===== src/rtl/spi_register_bank.sv =====
// SPI command/data decoder and register bank behind an SPI slave, with a host port; data_to_send valid 5 clk after flag, no backpressure.
// Define SPI_REGBANK_AUTOINC_EN to advance the write pointer after each SPI data word (burst writes).
module spi_register_bank #(
  parameter int DATA_WIDTH = 16,
  parameter int ADDR_WIDTH = 4
) (
  input  logic                  clk,
  input  logic                  reset,
  input  logic                  cs,
  input  logic                  new_data_flag,
  input  logic [DATA_WIDTH-1:0] word_in,
  output logic [DATA_WIDTH-1:0] data_to_send,
  input  logic [ADDR_WIDTH-1:0] host_addr,
  input  logic                  host_we,
  input  logic [DATA_WIDTH-1:0] host_wdata,
  output logic [DATA_WIDTH-1:0] host_rdata,
  output logic                  spi_wr_strobe,
  output logic [ADDR_WIDTH-1:0] spi_wr_addr,
  output logic                  frame_active
);

  localparam int NREGS = 2**ADDR_WIDTH;

  typedef enum logic [1:0] {IDLE, CMD, WR, RD} state_t;

  state_t                state_q;
  logic [2:0]            cs_sync_q;
  logic [2:0]            flag_sync_q;
  logic                  flag_prev_q;
  logic                  word_evt_q;
  logic [ADDR_WIDTH-1:0] ptr_q;
  logic [ADDR_WIDTH-1:0] ptr_d;
  logic [DATA_WIDTH-1:0] regs_q [NREGS];
  logic [DATA_WIDTH-1:0] data_to_send_q;
  logic [DATA_WIDTH-1:0] host_rdata_q;
  logic                  spi_wr_strobe_q;
  logic [ADDR_WIDTH-1:0] spi_wr_addr_q;
  logic                  spi_we_d;
  logic                  cs_s;
  logic [ADDR_WIDTH-1:0] cmd_addr;

  assign cs_s     = cs_sync_q[2];
  assign cmd_addr = word_in[ADDR_WIDTH-1:0];

  assign data_to_send  = data_to_send_q;
  assign host_rdata    = host_rdata_q;
  assign spi_wr_strobe = spi_wr_strobe_q;
  assign spi_wr_addr   = spi_wr_addr_q;
  assign frame_active  = ~cs_s;

  // Third flag stage gives word_in time to settle before the event is consumed.
  always_ff @(posedge clk or posedge reset) begin
    if (reset) begin
      cs_sync_q   <= 3'b111;
      flag_sync_q <= 3'b000;
      flag_prev_q <= 1'b0;
      word_evt_q  <= 1'b0;
    end else begin
      cs_sync_q   <= {cs_sync_q[1:0], cs};
      flag_sync_q <= {flag_sync_q[1:0], new_data_flag};
      flag_prev_q <= flag_sync_q[2];
      word_evt_q  <= flag_sync_q[2] & ~flag_prev_q & ~cs_s;
    end
  end

  always_comb begin
`ifdef SPI_REGBANK_AUTOINC_EN
    ptr_d = ptr_q + 1'b1;
`else
    ptr_d = ptr_q;
`endif
    spi_we_d = (state_q == WR) && word_evt_q && !cs_s;
  end

  always_ff @(posedge clk or posedge reset) begin
    if (reset) begin
      state_q         <= IDLE;
      ptr_q           <= '0;
      data_to_send_q  <= '0;
      spi_wr_strobe_q <= 1'b0;
      spi_wr_addr_q   <= '0;
    end else begin
      spi_wr_strobe_q <= 1'b0;
      // A frame end overrides any word event landing in the same cycle.
      if (state_q != IDLE && cs_s) begin
        state_q <= IDLE;
      end else begin
        case (state_q)
          IDLE: if (!cs_s) state_q <= CMD;
          CMD: begin
            if (word_evt_q) begin
              if (word_in[DATA_WIDTH-1]) begin
                ptr_q   <= cmd_addr;
                state_q <= WR;
              end else begin
                data_to_send_q <= regs_q[cmd_addr];
                state_q        <= RD;
              end
            end
          end
          WR: begin
            if (word_evt_q) begin
              spi_wr_strobe_q <= 1'b1;
              spi_wr_addr_q   <= ptr_q;
              ptr_q           <= ptr_d;
            end
          end
          RD:      state_q <= RD;
          default: state_q <= IDLE;
        endcase
      end
    end
  end

  // SPI write takes precedence over a host write to the same entry.
  always_ff @(posedge clk or posedge reset) begin
    if (reset) begin
      for (int i = 0; i < NREGS; i++) regs_q[i] <= '0;
      host_rdata_q <= '0;
    end else begin
      for (int i = 0; i < NREGS; i++) begin
        if (spi_we_d && ptr_q == ADDR_WIDTH'(i)) begin
          regs_q[i] <= word_in;
        end else if (host_we && host_addr == ADDR_WIDTH'(i)) begin
          regs_q[i] <= host_wdata;
        end
      end
      host_rdata_q <= regs_q[host_addr];
    end
  end

endmodule


===== config.mk =====
export PLATFORM = sky130hd
export DESIGN_NAME = spi_register_bank
export DESIGN_NICKNAME = d
export VERILOG_FILES = /design/src/rtl/spi_register_bank.sv
export SDC_FILE = /design/constraint.sdc
export NUM_CORES = 1
export LEC_CHECK = 0
export ABC_AREA = 1
export CORE_ASPECT_RATIO = 0.9
export CORE_UTILIZATION = 35
export CTS_CLUSTER_DIAMETER = 40
export DETAILED_ROUTE_END_ITERATION = 10
export PLACE_DENSITY = 0.59
export SETUP_SLACK_MARGIN = 0.4
export SLEW_MARGIN = 5
export SYNTH_ARGS = -nofsm -noshare
export SYNTH_HDL_FRONTEND = slang
export SYNTH_SLANG_ARGS = --single-unit
export TNS_END_PERCENT = 50

===== constraint.sdc =====
create_clock -name clk -period 12.5 [get_ports clk]
set_input_delay 1.875 -clock clk [delete_from_list [all_inputs] [get_ports clk]]
set_output_delay 1.875 -clock clk [all_outputs]
set_load 0.005 [all_outputs]

==> qor.yml <==
clock_latency_ns: 0.63
layout_min_cycle_time_ns: 4.43
skew_ns: 0.0349
synth_ff_type: "dfrtp_1"
synthCells: 2615
path_max_fanout: 45
overflow: 0
cp.required_ns: 13.04
drt-vias-per-instance: 6.00
avgSynthCellArea_um2: 7.11
p_leak_nw: 9.89
drc: 0
grt_pass1_wl_um: 122000
postRouteAntennaNets: 0
postCtsHoldBufs: 0
place_congestion: 0.978
cp-end-kind: "register"
core_area_um2: 52100
ys_ff_latch: 307
die_w_um: 245
min_period_over_period: 0.355
area_growth_pct: 15.7
worst_setup_path_start_kind: "input pin"
fillers: 5202
maxSlewViolCount: 0
post_dp_cell_area_um2: 19500
crit_type: "in2reg"
hold_path_class: "reg2reg"
io_pins: 79
synth_cell_type_count: 31
fmaxAchievable_mhz: 226
drive_gt1_frac: 0.0836
grt_max_degree: 126
ctsResizeCount: 0
synth_area_um2: 18600
die-area_um2: 54000
numPortBuffers: 78
antenna_found_initial: 1
routed_wl_um: 81500
numCtsBuffers: 58
cts_tree: "built"
outcome: "finished clean"
cts.sink_count: 307
yosysWarnings: 0
rows: 79
diodes: 0
htreeDepth: 2
syn_nets: 2656
route.detailed.wl_per_inst_um: 24.7
relSlewSlack: 0.0872
drtIter0Drc: 3417
design_power_total_mw: 3.72
final-hold-violation-count: 0
tns_ns: 0
vdd_drop_max_mv: 0.106
synth_edf_count: 0
drtPass1Iterations: 7
clockBufferDepth: 3
cts_setup_buffers: 0
die_height_um: 221
rsz0062_at_grt: "no"
async_flop_share: 1.00
grt_usage: 0.301
yosysSeqAreaShare: 0.414
nets: 2611
arrival_ns: 4.97
grt_pass1_vias: 18600
setup_viol: 0
start_util: 0.357
pwr_density_cell_nw_per_um2: 173
worst_pin_slew_ns: 1.36
maxCapViolCount: 0
hpwl_um: 50000
clk_pin_slew_ns: 0.05
vias: 19800
root_buffer: "clkbuf_16"
finalInstanceArea_um2: 21500
==> layout by cell type, fill, tap and decap left out, types with 33 or more instances in the layout <==
cell type / synthesis / final
buf_4: 20 / 33
clkbuf_16: 0 / 59
clkdlybuf4s50_1: 0 / 75
dfrtp_1: 304 / 304
inv_1: 331 / 327
nand2_1: 730 / 727
nand3_1: 563 / 563
o211ai_1: 176 / 176
o21ai_0: 72 / 72
o22ai_1: 128 / 128
==> critical path, cell delays in order <==
cell and delay (ns):
clkdlybuf4s50_1 0.48, nand2_2 0.50, buf_4 0.64, nor2_1 0.08
inv_1 0.18, nor2_2 0.05, buf_4 0.22, nor2_2 0.68
nand2_1 0.12, nand3_1 0.11
==> metrics by stage <==
step | cells | setup slack (ns) | utilization | hold slack, ns
6_report | 3307 | 8.07 | 0.413 | 0.348
5_1_grt | 3307 | 7.88 | 0.413 | 0.357
4_1_cts | 3307 | 8.19 | 0.413 | 0.352
3_5_place_dp | 3198 | 7.57 | 0.374 | 0.336
3_3_place_gp | 3198 | 7.62 | 0.374 | 0.334
2_1_floorplan | 2615 | 2.14 | - | 0.331
==> sequential cells by signal, summed over array words and instances (netlist names) <==
register	count
flag_prev_q	1
data_to_send	16
host_rdata	16
cs_sync_q	3
word_evt_q	1
state_q	2
spi_wr_addr	4
ptr_d	4
flag_sync_q	3
spi_wr_strobe	1
regs_q	256
==> area by class of cell <==
| class | instances | area (µm²) | area share |
|---|---|---|---|
| clock buffer | 69 | 1590 | 0.0741 |
| clock inverter | 40 | 428 | 0.0199 |
| inverter | 348 | 1330 | 0.0617 |
| multi-input combinational | 1745 | 8600 | 0.400 |
| sequential | 307 | 7690 | 0.357 |
| tap | 688 | 861 | 0.0400 |
| timing repair buffer | 110 | 1010 | 0.0469 |
==> logic make-up after synthesis <==
logic type             synth area share
AND/OR/NAND/NOR                   0.328
buffers and inverters             0.124
AO/OA/AOI/OAI                     0.134
flip-flops                        0.414
==> where the power goes <==
group	switching [mW]	total, mW	internal, mW
combinational	0.527	0.796	0.269
sequential	0.0876	1.28	1.20
clock	0.598	1.64	1.04
total	1.21	3.72	2.50
==> synthesized netlist by cell type (4+ instances only) <==
| cell type | n | area (µm²) |
|---|---|---|
| nor2_2 | 16 | 100 |
| buf_6 | 4 | 45.0 |
| o22ai_1 | 128 | 801 |
| buf_2 | 52 | 260 |
| buf_1 | 44 | 165 |
| clkbuf_1 | 94 | 353 |
| o21ai_0 | 72 | 360 |
| nand3_1 | 563 | 2820 |
| nor2_1 | 20 | 75.1 |
| nand2_1 | 730 | 2740 |
| inv_1 | 331 | 1240 |
| o211ai_1 | 176 | 1320 |
| nand2_2 | 14 | 87.6 |
| nor2_4 | 6 | 67.6 |
| clkinv_2 | 6 | 30.0 |
| nand2_4 | 8 | 90.1 |
| inv_2 | 9 | 33.8 |
| dfrtp_1 | 304 | 7610 |
| buf_4 | 20 | 150 |
==> worst paths after layout <==
kind                                 from              end  slack [ns]  cells after the start
max in group asynchronous           reset  data_to_send[1]        9.03                      3
min reg2reg                flag_sync_q[1]   flag_sync_q[2]        0.35                      0
min                        flag_sync_q[1]   flag_sync_q[2]        0.35                      0
max reg2reg                    state_q[0]      regs_q[221]        9.90                      8
max                          host_addr[1]       regs_q[64]        8.07                     10
min in group asynchronous           reset      regs_q[238]        1.86                      2
==> layer usage <==
layer | vias to the layer above | global-route usage | part of all wire
li1 | 8557 | - | -
met1 | 9395 | 0.411 | 0.39
met2 | 1623 | 0.420 | 0.40
met3 | 249 | 0.109 | 0.16
met4 | 2 | 0.139 | 0.045
met5 | - | 0 | 0.00012
No activity file was read; power rests on OpenSTA's default activity.
